==> src/rtl/dii_pkg.sv <==
// Shared DII (debug interconnect) types used by the ring-side arbiters.
package dii_pkg;

  localparam int DII_FLIT_WIDTH = 16;

  typedef struct packed {
    logic                      last;
    logic [DII_FLIT_WIDTH-1:0] data;
  } dii_flit_t;

  typedef enum logic {
    ARB_IDLE   = 1'b0,
    ARB_LOCKED = 1'b1
  } arb_state_t;

endpackage

==> src/rtl/dii_rr_select.sv <==
// Combinational round-robin picker: first set request at or above ptr,
// wrapping modulo N. Shared by the ring-side arbiters.
module dii_rr_select #(
  parameter  int N  = 2,
  localparam int IW = (N > 1) ? $clog2(N) : 1
) (
  input  logic [N-1:0]  req,
  input  logic [IW-1:0] ptr,
  output logic [N-1:0]  sel_onehot,
  output logic [IW-1:0] sel_idx,
  output logic          found
);

  // Scan N positions starting at ptr and keep the first requester found.
  always_comb begin
    int idx;
    // NOTE: every output gets a default first so no path leaves it unassigned (no latch).
    sel_idx    = '0;
    found      = 1'b0;
    sel_onehot = '0;
    for (int i = 0; i < N; i++) begin
      idx = (int'(ptr) + i) % N;
      if (!found && req[IW'(idx)]) begin
        found   = 1'b1;
        sel_idx = IW'(idx);
      end
    end
    if (found) sel_onehot = N'(1) << sel_idx;
  end

endmodule

==> src/rtl/dii_ring_arbiter.sv <==
// Packet-atomic round-robin merge of N DII channels onto one registered
// DII channel toward a debug-ring injection port.
module dii_ring_arbiter
  import dii_pkg::*;
#(
  parameter int N = 2
) (
  input  logic                        clk,
  input  logic                        rst,
  input  logic [N*DII_FLIT_WIDTH-1:0] in_data,
  input  logic [N-1:0]                in_last,
  input  logic [N-1:0]                in_valid,
  output logic [N-1:0]                in_ready,
  output logic [DII_FLIT_WIDTH-1:0]   out_data,
  output logic                        out_last,
  output logic                        out_valid,
  input  logic                        out_ready,
  output logic [N-1:0]                grant,
  output logic                        busy
);

  localparam int IW = (N > 1) ? $clog2(N) : 1;

  arb_state_t    state;
  logic [IW-1:0] owner;
  logic [IW-1:0] rr_ptr;
  logic [IW-1:0] pick_idx;
  logic [N-1:0]  pick_onehot;
  logic          pick_found;
  logic [IW-1:0] sel;
  logic [IW-1:0] sel_next;
  logic [N-1:0]  owner_onehot;
  logic          stage_free;
  logic          xfer;
  dii_flit_t     sel_flit;
  dii_flit_t     out_flit;

  dii_rr_select #(.N(N)) u_pick (
    .req        (in_valid),
    .ptr        (rr_ptr),
    .sel_onehot (pick_onehot),
    .sel_idx    (pick_idx),
    .found      (pick_found)
  );

  assign busy         = (state == ARB_LOCKED);
  assign owner_onehot = N'(1) << owner;
  assign grant        = busy ? owner_onehot : '0;
  assign stage_free   = !out_valid || out_ready;

  // Source selection, handshake and next round-robin position.
  always_comb begin
    sel               = busy ? owner : pick_idx;
    sel_flit.data     = in_data[int'(sel)*DII_FLIT_WIDTH +: DII_FLIT_WIDTH];
    sel_flit.last     = in_last[sel];
    sel_next          = (sel == IW'(N-1)) ? '0 : sel + 1'b1;
    if (busy) begin
      xfer     = stage_free && in_valid[owner];
      in_ready = (stage_free && !rst) ? owner_onehot : '0;
    end else begin
      xfer     = stage_free && pick_found;
      in_ready = (stage_free && !rst) ? pick_onehot : '0;
    end
  end

  // Packet ownership and round-robin pointer.
  always_ff @(posedge clk or posedge rst) begin
    if (rst) begin
      state  <= ARB_IDLE;
      owner  <= '0;
      rr_ptr <= '0;
    end else if (xfer) begin
      // NOTE: sequential state uses non-blocking assignments so every flop samples pre-edge values.
      if (sel_flit.last) begin
        state  <= ARB_IDLE;
        rr_ptr <= sel_next;
      end else if (!busy) begin
        state <= ARB_LOCKED;
        owner <= sel;
      end
    end
  end

  // Registered output stage; holds the flit while the ring stalls.
  always_ff @(posedge clk or posedge rst) begin
    if (rst) begin
      out_valid <= 1'b0;
      // NOTE: the flit payload is reset too, so out_data/out_last read 0 after reset.
      out_flit  <= '0;
    end else if (xfer) begin
      out_valid <= 1'b1;
      out_flit  <= sel_flit;
    end else if (out_ready) begin
      out_valid <= 1'b0;
    end
  end

  assign out_data = out_flit.data;
  assign out_last = out_flit.last;

endmodule

==> config.mk <==
export PLATFORM = sky130hd
export DESIGN_NAME = dii_ring_arbiter
export DESIGN_NICKNAME = d
export VERILOG_FILES = /design/src/rtl/dii_pkg.sv /design/src/rtl/dii_rr_select.sv /design/src/rtl/dii_ring_arbiter.sv
export SDC_FILE = /design/constraint.sdc
export NUM_CORES = 1
export LEC_CHECK = 0
export BUFFER_PORTS_ARGS = -buffer_cell sky130_fd_sc_hd__buf_4
export CAP_MARGIN = 10
export CORE_AREA = 3 3 52 54
export CTS_CLUSTER_SIZE = 20
export DETAILED_ROUTE_END_ITERATION = 16
export DIE_AREA = 0 0 55 57
export PLACE_DENSITY = 0.89
export SKIP_CTS_REPAIR_TIMING = 1
export SLEW_MARGIN = 5
export SYNTH_ARGS = -nofsm -noshare
export SYNTH_HDL_FRONTEND = slang
export SYNTH_SLANG_ARGS = --single-unit
==> constraint.sdc <==
create_clock -name clk -period 3.5 [get_ports clk]
set_clock_uncertainty 0.05 [all_clocks]
set_input_delay 0.35 -clock clk [delete_from_list [all_inputs] [get_ports clk]]
set_output_delay 0.35 -clock clk [all_outputs]
set_load 0.005 [all_outputs]
==> impl_results.md, run 1 <==
* First-pass GRT wire length at 4000 um
* Most frequent cells in the layout: buf_4, dfrtp_1, nand2_1
* Syn avg cell area at 9.90 sq um
* #FFs+latches synth at 21
* Placed insts at 188
* Final net count at 205
* Crit-path max FO at 18
* Max-slew headroom at 48.2%
* Clk root buf: clkbuf_4
* Actual slew at the worst max-slew pin at 0.776 ns
* Routed wire length at 2470 um
* Worst skew pair latency at 0.29 ns
* R2r worst-path depth at 4
* Launching point of the worst reg2reg path: busy
* Fmax at 0.452 GHz
* Clock Sinks at 21
* DRC Markers at 0
* Fin. max-slew vios at 0
* FF-to-FF setup slack at 1.73 ns
* Die Width at 55 um
* Commonest non-fill, non-tap cell in the layout: buf_4
* Yosys warnings at 0
* Synth Instances at 104
* Cell Pwr Density at 751 nW/um^2
* Max VDD drop at 0.423 mV
* Initial Utilization at 45.7%
* CP Capture Point: in_ready[1]
* Share of the clock period used by the worst path at 63.2%
* Min Tclk post-route at 2.21 ns
* DR vias at 966
* Largest net degree at the start of global routing at 39
* Starting DRC count in detailed routing at 4
* Row cnt at 17
* Core box area at 2250 sq um
* Outcome: complete, no violations
* Overall power at 1.15 mW
* Max Cap Violations at 0
* Final setup violating endpoints at 0
* Lkg Pwr at 0.824 nW
* First-pass DRT Iterations at 4
* All-Layer GR Usage at 17.1%
* Vias in the first global route at 937
* Worst setup SP type: flip-flop
* Number of H-tree levels at 1
* Mapped Area at 1030 sq um
* ANT nets after route at 0
* Syn nets at 143
* Clock transition at path regs at 0.11 ns
* Layout cells sized above 1 at 41.8%
* HPWL after detailed placement at 1990 um
* Post-DR wirelength/cell at 12.8 um
* Die ar. at 3140 sq um
* Num CTS Buffers at 3
* CTS tree: built
* Sequential fraction of the synthesis area at 51.0%
* Die height at 57 um
* Initial antenna violation count at 0
* Netlist cell types at 25
* GRT overflow at 0
* Clock Path Buffers at 2
* Drt via density at 5.01
* Reg2reg end: owner
* # IOs at 62
* Port bufs at 61
* CP required at 3.10 ns
* RSZ-0062 raised after global routing: false
* Worst setup path startpoint: busy
* Setup TNS at 0 ns
* Data arrival, critical path at 1.81 ns
* Crit Path Category: flip-flop to primary output
* GPL Wtd Cong at 0.680
* Cell Count, Final, Fillers Out at 193
* P&R area growth vs syn at 49.3%
* Crit path capture type: primary output
* Hold Vio Cnt, Final at 0
* ANT cells at 0
* Hold crit path type: primary input to asynchronous set/reset pin
critical path: stages, from the launching register on:
cell	delay, ns
dfrtp_1	0.47
nand3b_1	0.25
nand2_2	0.44
and3_1	0.23
buf_4	0.11
per-stage QoR:
stage	hold WS, ns	area, sq um	worst slack (ns)	util, %
6_report	0.144	1540	1.29	68.2
5_1_grt	0.198	1540	1.17	68.2
4_1_cts	0.167	1520	1.28	67.5
3_5_place_dp	0.424	1500	1.31	66.3
3_3_place_gp	0.414	1500	1.37	66.3
2_1_floorplan	0.282	1030	1.78	-
layer usage:
layer	global-route usage [%]	routed length, um
met3	3.39	157
met2	30.1	1350
met4	5.21	35
met1	20.3	927
met5	0	0
synth_stat cells:
cell type	n	share of area [%]
nand2_2	1	0.61
inv_1	6	2.2
nand2_1	19	6.9
or4b_1	1	0.97
clkbuf_1	3	1.1
mux2i_1	17	17
buf_2	1	0.49
o21ai_2	1	0.85
buf_6	1	1.1
nor3_1	1	0.49
a21oi_1	1	0.49
nand3_1	1	0.49
dfrtp_1	21	51
a31oi_1	1	0.61
nor2_1	1	0.36
o21ai_0	16	7.8
o221ai_1	1	0.85
mux2_2	1	1.1
o21ai_1	2	0.97
nand2b_1	2	1.2
or3_1	1	0.61
nor2b_1	1	0.61
and3_1	2	1.2
a21boi_1	1	0.73
nand3b_1	1	0.73
area by class of cell:
cell class,count,area (sq um)
clock buffers,3,22.5
clock inverters,1,5.00
fillers,183,717
inverters,6,22.5
multi-input cells,72,454
flip-flops and latches,21,526
well taps,28,35.0
repair buffers,62,473
cell families after synthesis:
kind of cell	after synthesis	share of synthesized area, %
AND/OR/NAND/NOR	31	14.2
AO/OA/AOI/OAI	23	12.3
flip-flops	21	51.0
buffers and inverters	11	4.86
multiplexers	18	17.6
flip-flops by register name, summed over array words and instances (netlist names):
register	cells
busy	1
out_data	16
out_last	1
out_valid	1
owner	1
rr_ptr	1
worst min-delay path by stage:
stage | from | to | depth (start not counted)
global route | rst | out_data[1] | 2
CTS | rst | out_data[12] | 2
detailed placement | out_data[13] | out_data[13] | 2
finish | rst | out_valid | 2
global placement | out_data[13] | out_data[13] | 2
floorplan | rst | busy | 1
report_power, final:
group          switching, mW  internal (mW)  total [mW]
combinational          0.277          0.327       0.604
sequential            0.0798          0.360       0.440
clock                 0.0689         0.0425       0.111
Note: power is estimated with default switching activity, not from simulation.
==> inputs of run 2 (changes only) <==
--- a/config.mk
+++ b/config.mk
@@ -7,11 +7,11 @@
 export LEC_CHECK = 0
 export BUFFER_PORTS_ARGS = -buffer_cell sky130_fd_sc_hd__buf_4
 export CAP_MARGIN = 10
-export CORE_AREA = 3 3 52 54
+export CORE_AREA = 3 3 57 59
 export CTS_CLUSTER_SIZE = 20
 export DETAILED_ROUTE_END_ITERATION = 16
-export DIE_AREA = 0 0 55 57
-export PLACE_DENSITY = 0.89
+export DIE_AREA = 0 0 60 62
+export PLACE_DENSITY = 0.79
 export SKIP_CTS_REPAIR_TIMING = 1
 export SLEW_MARGIN = 5
 export SYNTH_ARGS = -nofsm -noshare
==> constraint.sdc (replaced) <==
create_clock -name clk -period 1.8 [get_ports clk]
set_clock_uncertainty 0.05 [all_clocks]
set_input_delay 0.18 -clock clk [delete_from_list [all_inputs] [get_ports clk]]
set_output_delay 0.18 -clock clk [all_outputs]
set_load 0.005 [all_outputs]
==> run 2 against run 1 <==
Clock-buffer cell count stayed put; sequential power is 95% higher; routed wire length up 10%; critical endpoint unchanged; largest power group unchanged.
==> impl_results.md, run 2 (synthesis gave the netlist of run 1 again) <==
* Outcome: complete, no violations
* Min Tclk post-route at 1.76 ns
* CTS tree: built
* Max VDD drop at 1.35 mV (+220%)
* CP required at 1.57 ns (-1.53 ns)
* Max-slew headroom at 81.9% (+34 points)
* Worst Hold End: out_data[10]
* Final setup violating endpoints at 0 (unchanged)
* Hold crit path type: primary input to flip-flop
* Clock Path Buffers at 2 (unchanged)
* DRC Markers at 0 (unchanged)
* Most frequent cells in the layout: buf_4, dfrtp_1, nand2_1
* Final net count at 212 (+3.4%)
* GPL Wtd Cong at 0.847 (+25%)
* Initial Utilization at 37.3% (-8.3 points)
* Layout cells sized above 1 at 44.2% (+2.4 points)
* Actual slew at the worst max-slew pin at 0.271 ns (-0.505 ns)
* Fill count at 239 (+31%)
* Num CTS Buffers at 3 (unchanged)
* Vias in the first global route at 953 (+1.7%)
* Max Cap Violations at 0 (unchanged)
* HPWL after detailed placement at 2150 um (+8.2%)
* Placed inst area at 1540 sq um (+3.1%)
* R2r worst-path depth at 5 (+1)
* Data arrival, critical path at 1.53 ns (-0.28 ns)
* Hold slack final at 0.0858 ns (-0.0586 ns)
* Die ar. at 3720 sq um (+19%)
* Clk root buf: clkbuf_4
* Slowest stage delay, CP at 0.47 ns (about the same)
* DR vias at 986 (+2.1%)
* # IOs at 62 (unchanged)
* All-Layer GR Usage at 14.4% (-2.7 points)
* Worst skew pair latency at 0.30 ns (about the same)
* Crit path capture type: primary output
* GRT overflow at 0 (unchanged)
* Largest net degree at the start of global routing at 38 (-2.6%)
* Crit Path Category: flip-flop to primary output
* Worst setup SP type: flip-flop
* Crit-path slowest cell: dfrtp_2
* Final Cell Area at 1620 sq um (+5.0%)
* ANT cells at 0 (unchanged)
* Initial antenna violation count at 0 (unchanged)
* Drt via density at 4.86 (-3.0%)
* Fin. max-slew vios at 0 (unchanged)
* Worst hold stages at 3
* Lkg Pwr at 0.863 nW (+4.7%)
* Clock Sinks at 21 (unchanged)
* Row cnt at 19 (+2)
* Crit-path max FO at 11 (-7)
* CP cell instances: nand3b_1, nand2_2, buf_12, and3_1, buf_4
* Die Width at 60 um (+9.1%)
* Die height at 62 um (+8.8%)
* Multi-input logic area at 454 sq um (unchanged)
* First-pass DRT Iterations at 4 (unchanged)
* Cell Pwr Density at 1490 nW/um^2 (+99%)
* Number of H-tree levels at 1 (unchanged)
* Post-DR wirelength/cell at 13.4 um (+5.0%)
* Reg2reg end: owner
* Launching point of the worst reg2reg path: busy
* Hold Vio Cnt, Final at 0 (unchanged)
* FF-to-FF setup slack at 0.09 ns (-1.64 ns)
* Reg area at 527 sq um (+0.24%)
* ANT nets after route at 0 (unchanged)
* Max reg flops at 16 (unchanged)
* First-pass GRT wire length at 4060 um (+1.4%)
* Routed wire length at 2730 um (+10%)
* Starting DRC count in detailed routing at 36 (+32)
* Port bufs at 61 (unchanged)
* Commonest non-fill, non-tap cell in the layout: buf_4
* Fmax at 0.567 GHz
* Clock transition at path regs at 0.12 ns (about the same)
* Core box area at 2760 sq um (+22%)
* Share of the clock period used by the worst path at 98.0%
* P&R area growth vs syn at 56.9%
* Hold Crit Start: in_data[10]
==> run 2: per-stage QoR <==
stage	setup TNS [ns]	power (mW)	cells	utilization (%)	worst slack, ns
CTS	-0.0547	2.33	199	56.9	-0.0547
global route	-0.0409	2.60	203	58.6	-0.0336
detailed placement	0	2.11	195	55.9	0.214
global placement	0	2.05	195	55.9	0.266
finish	0	2.41	203	58.6	0.0364
floorplan	0	1.49	104	-	0.185
==> run 2: final cells by class <==
type | count | share of cell area (%)
flip-flops and latches | 21 | 32.6
multi-input cells | 72 | 28.1
clock buffers | 3 | 1.39
well taps | 31 | 2.40
inverters | 6 | 1.39
clock inverters | 1 | 0.310
repair buffers | 69 | 33.8
==> run 2: per-layer routing <==
| layer | part of all wire, % | vias up | track usage [%] |
|---|---|---|---|
| met5 | 0 | - | 0 |
| met4 | 0.55 | 0 | 3.80 |
| met3 | 10 | 4 | 2.48 |
| met2 | 50 | 48 | 25.0 |
| met1 | 39 | 441 | 18.6 |
| li1 | - | 493 | - |
==> run 2: where the power goes <==
part | internal (mW) | switching [mW] | leakage [nW] | total [mW]
Sequential | 0.701 | 0.158 | 0.252 | 0.859
Clock | 0.0828 | 0.142 | 0.0177 | 0.224
Combinational | 0.752 | 0.577 | 0.593 | 1.33
Total | 1.54 | 0.876 | 0.863 | 2.41
==> run 2: worst max-delay path: cells and delay by family, from the launching register on <==
| family | cells | cell delay, ns |
|---|---|---|
| flip-flops | 1 | 0.47 |
| AND/OR/NAND/NOR | 3 | 0.52 |
| buffers and inverters | 2 | 0.26 |
==> run 2: how the worst max path moves through the flow <==
stage / start / end / slack [ns] / cells past startpoint
floorplan: busy / owner / 0.18 / 5
global placement: busy / owner / 0.27 / 4
detailed placement: busy / owner / 0.21 / 4
CTS: busy / in_ready[1] / -0.05 / 5
global route: busy / in_ready[1] / -0.03 / 5
finish: busy / in_ready[1] / 0.04 / 5
